$ cat config.mk
export PLATFORM = sky130hd
export DESIGN_NAME = detector_feed_controller
export DESIGN_NICKNAME = d
export VERILOG_FILES = /design/src/rtl/detector_feed_controller.sv
export SDC_FILE = /design/constraint.sdc
export NUM_CORES = 1
export LEC_CHECK = 0
export CORE_ASPECT_RATIO = 0.9
export CORE_MARGIN = 1
export CORE_UTILIZATION = 40
export CTS_BUF_LIST = sky130_fd_sc_hd__clkbuf_2
export DETAILED_ROUTE_END_ITERATION = 10
export GPL_TIMING_DRIVEN = 0
export PLACE_DENSITY = 0.59
export SLEW_MARGIN = 10
export SYNTH_ARGS = -nofsm -noshare
export SYNTH_HDL_FRONTEND = slang
export SYNTH_SLANG_ARGS = --single-unit
$ cat constraint.sdc
create_clock -name clk -period 4.9 [get_ports clk]
set_clock_uncertainty 0.05 [all_clocks]
set_input_delay 0.98 -clock clk [delete_from_list [all_inputs] [get_ports clk]]
set_output_delay 0.98 -clock clk [all_outputs]
set_load 0.05 [all_outputs]
$ cat src/rtl/detector_feed_controller.sv
// Bit feeder for the 1100111 detector: a debounced manual key or timed autoplay of a latched pattern, plus a match counter.
// Optional macro FEED_MATCH_STOP_EN: a sampled match during autoplay ends playback with pos left after the matching bit.
module detector_feed_controller #(
    parameter int unsigned DEBOUNCE_CYCLES = 500000,
    parameter int unsigned STEP_CYCLES     = 25000000,
    parameter int unsigned PAT_LEN         = 16
) (
    input  logic        clk,
    input  logic        reset_key,
    input  logic        key_step,
    input  logic        sw_bit,
    input  logic        auto_start,
    input  logic [15:0] pattern,
    input  logic        det_match,
    output logic        bit_valid,
    output logic        bit_data,
    output logic        busy,
    output logic [3:0]  pos,
    output logic [7:0]  match_count
);

    localparam int unsigned DB_W = $clog2(DEBOUNCE_CYCLES + 1);
    localparam int unsigned ST_W = $clog2(STEP_CYCLES + 1);
    localparam logic [DB_W-1:0] DB_LAST  = DB_W'(DEBOUNCE_CYCLES - 1);
    localparam logic [ST_W-1:0] ST_LAST  = ST_W'(STEP_CYCLES - 1);
    localparam logic [3:0]      POS_LAST = 4'(PAT_LEN - 1);

    typedef enum logic [1:0] {
        S_IDLE     = 2'd0,
        S_DEBOUNCE = 2'd1,
        S_HOLD     = 2'd2,
        S_AUTO     = 2'd3
    } state_t;

    state_t state, state_nxt;

    logic key_meta, key_sync, sw_meta, sw_sync, auto_meta, auto_sync, auto_prev;
    logic auto_rise;

    logic [DB_W-1:0] db_cnt, db_cnt_nxt;
    logic [ST_W-1:0] step_cnt, step_cnt_nxt;
    logic [15:0]     pat_q, pat_nxt;
    logic            done_q, done_nxt;
    logic            valid_nxt, data_nxt;
    logic [3:0]      pos_nxt;
    logic [3:0]      bit_idx;
    logic            pend_q;
    logic            match_hit;

    assign auto_rise = auto_sync & ~auto_prev;
    assign match_hit = pend_q & det_match;
    assign bit_idx   = POS_LAST - pos;

    // Two-flop synchronizers and auto_start edge history
    always_ff @(posedge clk or posedge reset_key) begin
        if (reset_key) begin
            key_meta  <= 1'b0;
            key_sync  <= 1'b0;
            sw_meta   <= 1'b0;
            sw_sync   <= 1'b0;
            auto_meta <= 1'b0;
            auto_sync <= 1'b0;
            auto_prev <= 1'b0;
        end else begin
            key_meta  <= key_step;
            key_sync  <= key_meta;
            sw_meta   <= sw_bit;
            sw_sync   <= sw_meta;
            auto_meta <= auto_start;
            auto_sync <= auto_meta;
            auto_prev <= auto_sync;
        end
    end

    // State, datapath and registered outputs
    always_ff @(posedge clk or posedge reset_key) begin
        if (reset_key) begin
            state     <= S_IDLE;
            db_cnt    <= '0;
            step_cnt  <= '0;
            pat_q     <= '0;
            done_q    <= 1'b0;
            bit_valid <= 1'b0;
            bit_data  <= 1'b0;
            busy      <= 1'b0;
            pos       <= '0;
        end else begin
            state     <= state_nxt;
            db_cnt    <= db_cnt_nxt;
            step_cnt  <= step_cnt_nxt;
            pat_q     <= pat_nxt;
            done_q    <= done_nxt;
            bit_valid <= valid_nxt;
            bit_data  <= data_nxt;
            busy      <= (state_nxt != S_IDLE);
            pos       <= pos_nxt;
        end
    end

    // Next-state logic; the !bit_valid guards keep strobes from landing on adjacent cycles
    always_comb begin
        state_nxt    = state;
        db_cnt_nxt   = db_cnt;
        step_cnt_nxt = step_cnt;
        pat_nxt      = pat_q;
        done_nxt     = done_q;
        valid_nxt    = 1'b0;
        data_nxt     = bit_data;
        pos_nxt      = pos;

        case (state)
            S_IDLE: begin
                if (auto_rise) begin
                    state_nxt    = S_AUTO;
                    pat_nxt      = pattern;
                    pos_nxt      = '0;
                    step_cnt_nxt = '0;
                    done_nxt     = 1'b0;
                end else if (key_sync) begin
                    state_nxt  = S_DEBOUNCE;
                    db_cnt_nxt = '0;
                end
            end

            S_DEBOUNCE: begin
                if (!key_sync) begin
                    state_nxt = S_IDLE;
                end else if (db_cnt == DB_LAST) begin
                    if (!bit_valid) begin
                        valid_nxt  = 1'b1;
                        data_nxt   = sw_sync;
                        state_nxt  = S_HOLD;
                        db_cnt_nxt = '0;
                    end
                end else begin
                    db_cnt_nxt = db_cnt + DB_W'(1);
                end
            end

            S_HOLD: begin
                if (key_sync) begin
                    db_cnt_nxt = '0;
                end else if (db_cnt == DB_LAST) begin
                    state_nxt  = S_IDLE;
                    db_cnt_nxt = '0;
                end else begin
                    db_cnt_nxt = db_cnt + DB_W'(1);
                end
            end

            S_AUTO: begin
                if (done_q) begin
                    state_nxt    = S_IDLE;
                    pos_nxt      = '0;
                    done_nxt     = 1'b0;
                    step_cnt_nxt = '0;
`ifdef FEED_MATCH_STOP_EN
                end else if (match_hit) begin
                    state_nxt    = S_IDLE;
                    step_cnt_nxt = '0;
`endif
                end else if (step_cnt == ST_LAST) begin
                    if (!bit_valid) begin
                        valid_nxt    = 1'b1;
                        data_nxt     = pat_q[bit_idx];
                        step_cnt_nxt = '0;
                        if (pos == POS_LAST) begin
                            done_nxt = 1'b1;
                        end else begin
                            pos_nxt = pos + 4'd1;
                        end
                    end
                end else begin
                    step_cnt_nxt = step_cnt + ST_W'(1);
                end
            end

            default: state_nxt = S_IDLE;
        endcase
    end

    // Match sampling one cycle after each strobe, saturating at 255
    always_ff @(posedge clk or posedge reset_key) begin
        if (reset_key) begin
            pend_q      <= 1'b0;
            match_count <= '0;
        end else begin
            pend_q <= bit_valid;
            if (match_hit && (match_count != 8'hFF)) begin
                match_count <= match_count + 8'd1;
            end
        end
    end

endmodule

# Word-level counts from Yosys, hierarchy flattened
# Index checks and enable logic that the tools add are counted.
[word_totals] ff_bits=86 out_inout_bits=15 wordCells=109
[classes] add_sub_neg=5 n_lt_le_gt_ge=1 n_eq_ne=21 mux=49 bitwise=3 n_reduce_logical=12
[ops] operator="19-bit 2-to-1 mux" count=7
[ops] operator="25-bit 2-to-1 mux" count=4
[ops] operator="19-bit case mux with 3 select lines" count=1
[ops] operator="25-bit case mux with 2 select lines" count=1
[ops] operator="25-bit by 1-bit adder with 25-bit output (second input constant)" count=1
[ops] operator="25-bit equality test (second input constant)" count=1
[ops] operator="4-bit 2-to-1 mux" count=5
[ops] operator="19-bit by 1-bit adder with 19-bit output (second input constant)" count=1
[ops] operator="19-bit equality test (second input constant)" count=1
[ops] operator="2-bit != test (second input constant)" count=9
[ops] operator="1-bit 2-to-1 mux" count=17
[ops] operator="2-bit 2-to-1 mux" count=8
[ops] operator="3-bit != test (second input constant)" count=4
[ops] operator="5-bit AND reduction" count=2
[ops] operator="8-bit by 1-bit adder with 8-bit output (second input constant)" count=1
[ops] operator="8-bit != test (second input constant)" count=1
[ops] operator="2-bit case mux with 4 select lines" count=1
[ops] operator="4-bit case mux with 2 select lines" count=1
[ops] operator="7-bit AND reduction" count=1
[ops] operator="1-bit case mux with 2 select lines" count=3
[ops] operator="2-bit nonzero test" count=3
[ops] operator="4-bit by 5-bit < comparator with 1-bit output (second input constant)" count=1
[ops] operator="4-bit by 1-bit adder with 4-bit output (second input constant)" count=1
[ops] operator="1-bit binary-select mux with 4-bit select" count=1
[ops] operator="other kinds (12)" count=15

# Depth between registers and ports, before layout
# Gate-level depths: netlist of the first run.
[depth] ltp_word=7 depth_mapped=10 ltp_nobuf=7

# Worst setup path before layout of the first run
# Ideal clock, no wire load.
[synth_path] path_type="reg-to-reg" start="register pos[0]" end="register bit_data" t_arrival_ns=2.377 required_ns=4.725 slack_ns=2.349 stages_incl_launch_ff=6 n_path_buf=1 period_less_slack_ns=2.551 cell_sequence="dfrtp_1 -> buf_2 -> mux4_2 -> mux4_2 -> mux2_2 -> mux2_2"
[synth_via] elab_chain_cells=7
[synth_rtl] item="start: declaration" line_no="18" rtl="output logic [3:0] pos,"
[synth_rtl] item="start signal: assignment" line_no="96" rtl="pos <= pos_nxt;"
[synth_rtl] item="4-bit subtractor" line_no="52" rtl="assign bit_idx = POS_LAST - pos;"
[synth_rtl] item="1-bit binary-select mux with 4-bit select" line_no="165" rtl="data_nxt = pat_q[bit_idx];"
[synth_rtl] item="1-bit 2-to-1 mux (not written as such)" line_no="165"
[synth_rtl] item="1-bit 2-to-1 mux" line_no="163" rtl="if (!bit_valid) begin"
[synth_rtl] item="1-bit 2-to-1 mux" line_no="162" rtl="end else if (step_cnt == ST_LAST) begin"
[synth_rtl] item="1-bit 2-to-1 mux" line_no="152" rtl="if (done_q) begin"
[synth_rtl] item="1-bit case mux with 2 select lines" line_no="111" rtl="case (state)"
[synth_rtl] item="end signal: assignment" line_no="94" rtl="bit_data <= data_nxt;"
[synth_rtl] item="end: declaration" line_no="16" rtl="output logic bit_data,"
# No other way between the ends. The select of a mux whose other input is x is not followed.
# A chain may end at the register's enable or synchronous reset.

# Worst setup path after layout of the first run
[layout_path] start="register pos[1]" end="output pos[1]"
# No word-level cell between the ends.

==> results of run 1 <==
-- synth_stat cells, types with 5 or more instances --
| master | number |
|---|---|
| dfrtp_1 | 86 |
| xor2_1 | 5 |
| o21ai_0 | 10 |
| nor2_1 | 21 |
| buf_2 | 6 |
| nand3_1 | 24 |
| o22ai_1 | 5 |
| or4_1 | 17 |
| xnor2_1 | 10 |
| nand2b_1 | 7 |
| nand4_1 | 12 |
| nand2_1 | 79 |
| and3_1 | 7 |
| mux4_2 | 5 |
| clkbuf_1 | 8 |
| a22o_1 | 6 |
| or2_2 | 5 |
| ha_1 | 8 |
| o31ai_1 | 14 |
| nor4_1 | 7 |
| inv_1 | 13 |
| a21oi_1 | 30 |
-- worst register-to-register path, delay by kind of cell (launching register included) --
family / cells / cell delay, ns
adder cells (fa/ha/maj): 1 / 0.14
buffers and inverters: 4 / 0.83
AND/OR/NAND/NOR: 3 / 0.51
multiplexers: 1 / 0.28
flip-flops: 1 / 0.48
AO/OA/AOI/OAI: 1 / 0.35
-- state kept, by name, summed over array words and instances (netlist names), 2 cells and up --
name         flops
step_cnt        25
db_cnt          19
pat_q           16
match_count      8
pos              4
state            2
-- power by group --
part           internal [uW]  switching, uW  leakage, uW
Clock                    114            254    0.0000691
Combinational            314            512      0.00104
Sequential               804           59.4      0.00115
-- logic make-up (layout without fill, tap and decap cells) --
group / after synthesis / after routing / share of synthesized area (%)
fa+ha+maj: 8 / 8 / 2.13
buf+inv: 36 / 89 / 3.96
compound gates: 94 / 94 / 13.9
flops: 86 / 86 / 45.8
xor+xnor: 15 / 15 / 2.79
mux: 13 / 13 / 4.20
simple gates: 226 / 226 / 27.2
-- layer usage --
metal / wire length, um / vias to the layer above / GRT usage (%)
li1: - / 1859 / -
met1: 5180 / 1854 / 27.1
met2: 4740 / 94 / 27.7
met3: 506 / 20 / 4.99
met4: 189 / 0 / 7.05
met5: 0 / - / 0
-- final timing paths --
check                           from             end  depth (start not counted)
setup / recovery              pos[1]          pos[1]                          1
hold reg to reg             key_meta        key_sync                          0
min in group asynchronous  reset_key  match_count[2]                          2
max in group asynchronous  reset_key        key_meta                          3
setup reg to reg            state[0]       db_cnt[0]                         10
hold / removal              key_meta        key_sync                          0
-- final cells by class --
cell class	instances	area, um2
clock buffer	9	45.0
fill	1117	6040
inverter	13	51.3
clock inverter	7	65.1
timing repair buffer	37	388
sequential	86	2150
tap	156	195
buffer	23	138
multi-input combinational	356	2360
-- per-stage QoR --
| step | hold WS [ns] | util (%) |
|---|---|---|
| floorplan | 0.281 | - |
| global placement | 0.282 | 46.0 |
| detailed placement | 0.285 | 46.3 |
| CTS | 0.330 | 47.2 |
| global route | 0.355 | 47.2 |
| finish | 0.326 | 47.2 |
==> results.toml, run 1 <==
[status]
status = "finished clean"

[critical_path]
setup.worst_path.end_class = "output pin"
worstPathArrival_ns = 2.04
critPathMaxStageDelay_ns = 0.87
cp.buffers_inverters = 1
path_delay_family = "buffers and inverters"
required_ns = 3.87
crit_type = "flop to output pin"
reg2reg_slack_ns = 2.16
crit_path_max_fanout = 9
cp-start-kind = "flop"
critPathSlowestCell = "clkdlybuf4s50_1"
path_cells = "clkdlybuf4s50_1"

[cts]
cts_resized = 0
cts_hold_buf = 0
clk_latency_ns = 0.59
clock_sinks = 86
cts-buffers-inserted = 9
cts.path.max_buffers = 2
cts_setup_buffers = 0
cts.reportedPaths.clkPinSlew_ns = 0.23
cts-root-buf = "clkbuf_2"
cts_tree = "yes"
h-tree-depth = 3

[floorplan]
fp.dieH_um = 105
core_area_um2 = 11400
row_count = 37
die_x_um = 116
fp.dieArea_um2 = 12200
ios = 37
start_util_pct = 41.1

[power]
ir_drop_uv = 239
p_per_area_nw_per_um2 = 381
finalPower_uw = 2060
p_leak_uw = 0.00226

[cells_and_area]
layout_commonest_cell = "dfrtp_1"
drive_above_1_share_pct = 12.1
antenna_cells = 0
area_delta_synth_final_pct = 14.8
layout_common_cells = "86 x dfrtp_1, 79 x nand2_1, 36 x clkdlybuf4s50_1"
fin_area_um2 = 5400
stdcell_count = 687
fin_nets = 556

[timing]
fin_crit_sh_pct = 62.6
worst_slack_ns = 1.83
max_freq_ghz = 0.326
finalHoldViolations = 0
slew_headroom_pct = 55.2
finalCriticalPeriod_ns = 3.07
tightest_slew_ns = 0.672
setup_viol = 0
finalSetupTns_ns = 0
slew_violations = 0
rsz0062_at_grt = "no"

[placed_design]
placed_cell_area_um2 = 5290
port_buffers = 36
routabilityCongestion = 0.815
pre_cts_ws_ns = 2.19
placed_cells = 671
dp_hpwl_um = 7350

[yosys]
syn-num-nets = 508
ys.flop_type = "dfrtp_1"
synth_top_cell_area_share_pct = 45.8
syn_area_um2 = 4700
synth.avg_cell_area_um2 = 9.84
synth_edf_count = 0
synth_area_leader_cell = "dfrtp_1"
syn-instance-count = 478
synthTopCellsByArea = "dfrtp_1 46%, nand2_1 6.3%, a21oi_1 3.2%, or4_1 2.7%, nand3_1 2.6%"
yosysWarnings = 0
ys_ff_latch = 86
yosysSeqAreaShare_pct = 45.8
synth_cell_types = 71
async_reset_ff_share_pct = 100

[detailed_routing]
wl_um = 10600
drtAntennaViolNets = 0
routedWlPerCell_um = 15.5
via_per_inst = 5.57
first_pass_iters = 4
drc = 0
first_iter_violations = 219
vias = 3827

[grt]
grt_overflow = 0
grt_max_degree = 62
grt_pass1_wl_um = 18200
grt.total_usage_pct = 19.1
grt_antenna_before_repair = 0
grt_pass1_vias = 3716

[run]
cap_viol_max_count = 0

[worst_hold_path]
holdCritPathClass = "flop to flop"
Power figures use the tool's default switching activity.
==> run 2: changes to the inputs <==
--- a/config.mk
+++ b/config.mk
@@ -11,7 +11,7 @@
 export CTS_BUF_LIST = sky130_fd_sc_hd__clkbuf_2
 export DETAILED_ROUTE_END_ITERATION = 10
 export GPL_TIMING_DRIVEN = 0
-export PLACE_DENSITY = 0.59
+export PLACE_DENSITY = 0.62
 export SLEW_MARGIN = 10
 export SYNTH_ARGS = -nofsm -noshare
 export SYNTH_HDL_FRONTEND = slang
==> constraint.sdc (replaced) <==
create_clock -name clk -period 2.5 [get_ports clk]
set_clock_uncertainty 0.05 [all_clocks]
set_input_delay 0.5 -clock clk [delete_from_list [all_inputs] [get_ports clk]]
set_output_delay 0.5 -clock clk [all_outputs]
set_load 0.05 [all_outputs]
==> run 2 against run 1 <==
Combinational power grew 110%. Design area grew 2.8%. Clock power grew 99%. Non-clock buffer count grew 9. Die area is the same. Power grew 100%. Sequential share of layout area shrank 1.1 points. Hold slack lost 0.069 ns. Sequential power grew 96%. Worst setup slack lost 1.8 ns. Final cell count grew 1.3%.
==> results.toml, run 2 (synthesized netlist as in run 1, its figures left out) <==
[cts]
cts.reportedPaths.clkPinSlew_ns = 0.23
clk_latency_ns = 0.55
cts-buffers-inserted = 9
cts_tree = "yes"
clock_sinks = 86
cts_hold_buf = 0
cts.path.max_buffers = 2
h-tree-depth = 3
cts-root-buf = "clkbuf_2"

[power]
clock_power_share_pct = 17.7
p_int_uw = 2540
switching_share_pct = 38.8
p_switching_uw = 1610
ir_drop_uv = 562
seqPwrFrac_pct = 40.8
power_frac_comb_pct = 41.6
p_leak_uw = 0.00247
p_per_area_nw_per_um2 = 747

[critical_path]
required_ns = 2.91
setup.worst_path.end_class = "flop"
critPathMaxStageDelay_ns = 0.46
cp-start-kind = "flop"
critPathSlowestCell = "dfrtp_1"
worst_r2r_endpoint = "db_cnt[2]"
crit_path_max_fanout = 10
reg2reg_slack_ns = 0.06
crit_path_frequent_cell = "buf_4"
worstPathArrival_ns = 2.84
crit_type = "flop to flop"
path_cells = "buf_4 > ha_1 > buf_4 > nor2_4 > a21oi_4 > or2_0 > buf_4 > buf_4 > or2_2 > a211o_1"
rr_startpoint = "state[0]"
rr_worst_depth = 10

[floorplan]
ios = 37
fp.dieH_um = 105
die_x_um = 116
start_util_pct = 41.1
fp.dieArea_um2 = 12200
core_area_um2 = 11400
row_count = 37

[timing]
finalSetupTns_ns = 0
finalHoldViolations = 0
finalCriticalPeriod_ns = 2.44
fin_crit_sh_pct = 97.5
max_freq_ghz = 0.410
setup_viol = 0
worst_slack_ns = 0.0614
slew_headroom_pct = 56.0
slew_violations = 0
tightest_slew_ns = 0.660

[placed_design]
dp_hpwl_um = 7320
pre_cts_ws_ns = -0.156
port_buffers = 36
routabilityCongestion = 0.848

[cells_and_area]
drive_above_1_share_pct = 15.6
regMostFlops = "step_cnt"
fin_nets = 565
reg_top3 = "step_cnt (25), db_cnt (19), pat_q (16)"
largest_reg_flops = 25
layout_common_cells = "85 x dfrtp_1, 79 x nand2_1, 30 x a21oi_1"
antenna_cells = 0
area_delta_synth_final_pct = 18.0
fillers = 1103
layout_commonest_cell = "dfrtp_1"
final_core_util_pct = 48.5

[worst_hold_path]
holdCritPathClass = "input pin to async pin"

[grt]
grt_pass1_vias = 3657
grt_overflow = 0
grt_pass1_wl_um = 17800
grt.total_usage_pct = 18.4
grt_antenna_before_repair = 0
grt_max_degree = 38

[run]
cap_viol_max_count = 0

[detailed_routing]
first_pass_iters = 4
wl_um = 10400
vias = 3783
first_iter_violations = 208
drtAntennaViolNets = 0
via_per_inst = 5.44
drc = 0
routedWlPerCell_um = 14.9

[status]
status = "finished clean"
[run 2: cell types whose count changed in the layout (fill, tap and decap cells not counted), sizes merged]
| cell | previous run | this run |
|---|---|---|
| dlymetal6s2s | 0 | 6 |
| dlygate4sd2 | 0 | 2 |
| buf | 14 | 26 |
| clkinv | 5 | 2 |
| clkdlybuf4s50 | 36 | 28 |
| clkbuf | 19 | 18 |
| clkinvlp | 1 | 2 |
[run 2: power groups by stage]
stage          Combinational (uW)  Sequential, uW  Clock, uW
2_1_floorplan                1130            1740          0
3_3_place_gp                 1550            1710          0
3_5_place_dp                 1590            1720          0
4_1_cts                      1610            1690        760
5_1_grt                      1900            1720        820
6_report                     1730            1690        733
[run 2: worst max path at each step]
stage                   start  slack, ns   endpoint
finish               state[0]       0.06  db_cnt[2]
global route         state[0]      -0.01  db_cnt[2]
floorplan              pos[0]        0.1   bit_data
detailed placement   state[0]      -0.16  db_cnt[0]
global placement    reset_key      -0.15     pos[0]
CTS                    pos[3]       0.01     pos[3]
[run 2: timing repair]
item,4_1_cts,5_1_grt
pin swaps,1,5
resized for setup,10,19
setup buffers,0,9
setup endpoints to repair,23,48
[run 2: per-layer routing]
layer	wire (um)	vias up	GRT usage, %
li1	-	1870	-
met1	5110	1821	26.3
met2	4710	81	27.6
met3	443	11	4.23
met4	130	0	5.04
met5	0	-	0
[run 2: critical path, delay by kind of cell (launching register included)]
family	cells	cell delay, ns
DFF	1	0.46
and+or+nand+nor	3	0.66
AOI/OAI and AO/OA	2	0.36
adders and majority gates	1	0.18
buffers and inverters	4	0.65
[run 2: stage by stage]
stage | cells | hold slack [ns] | power [uW] | instance area (um2)
after floorplan | 478 | 0.281 | 2870 | 4710
after global placement | 670 | 0.282 | 3260 | 5260
after detailed placement | 672 | 0.286 | 3310 | 5300
after CTS | 687 | 0.224 | 4070 | 5430
after global routing | 696 | 0.211 | 4440 | 5550
final | 696 | 0.258 | 4150 | 5550
[run 2: cell type report]
| class | count | area, um2 | area share (%) |
|---|---|---|---|
| Tap cell | 156 | 195 | 3.52 |
| Timing Repair Buffer | 47 | 480 | 8.66 |
| Clock buffer | 11 | 55.1 | 0.992 |
| Multi-Input combinational cell | 356 | 2410 | 43.4 |
| Sequential cell | 86 | 2150 | 38.8 |
| Clock inverter | 5 | 58.8 | 1.06 |
| Inverter | 13 | 52.6 | 0.947 |
| Buffer | 22 | 146 | 2.64 |
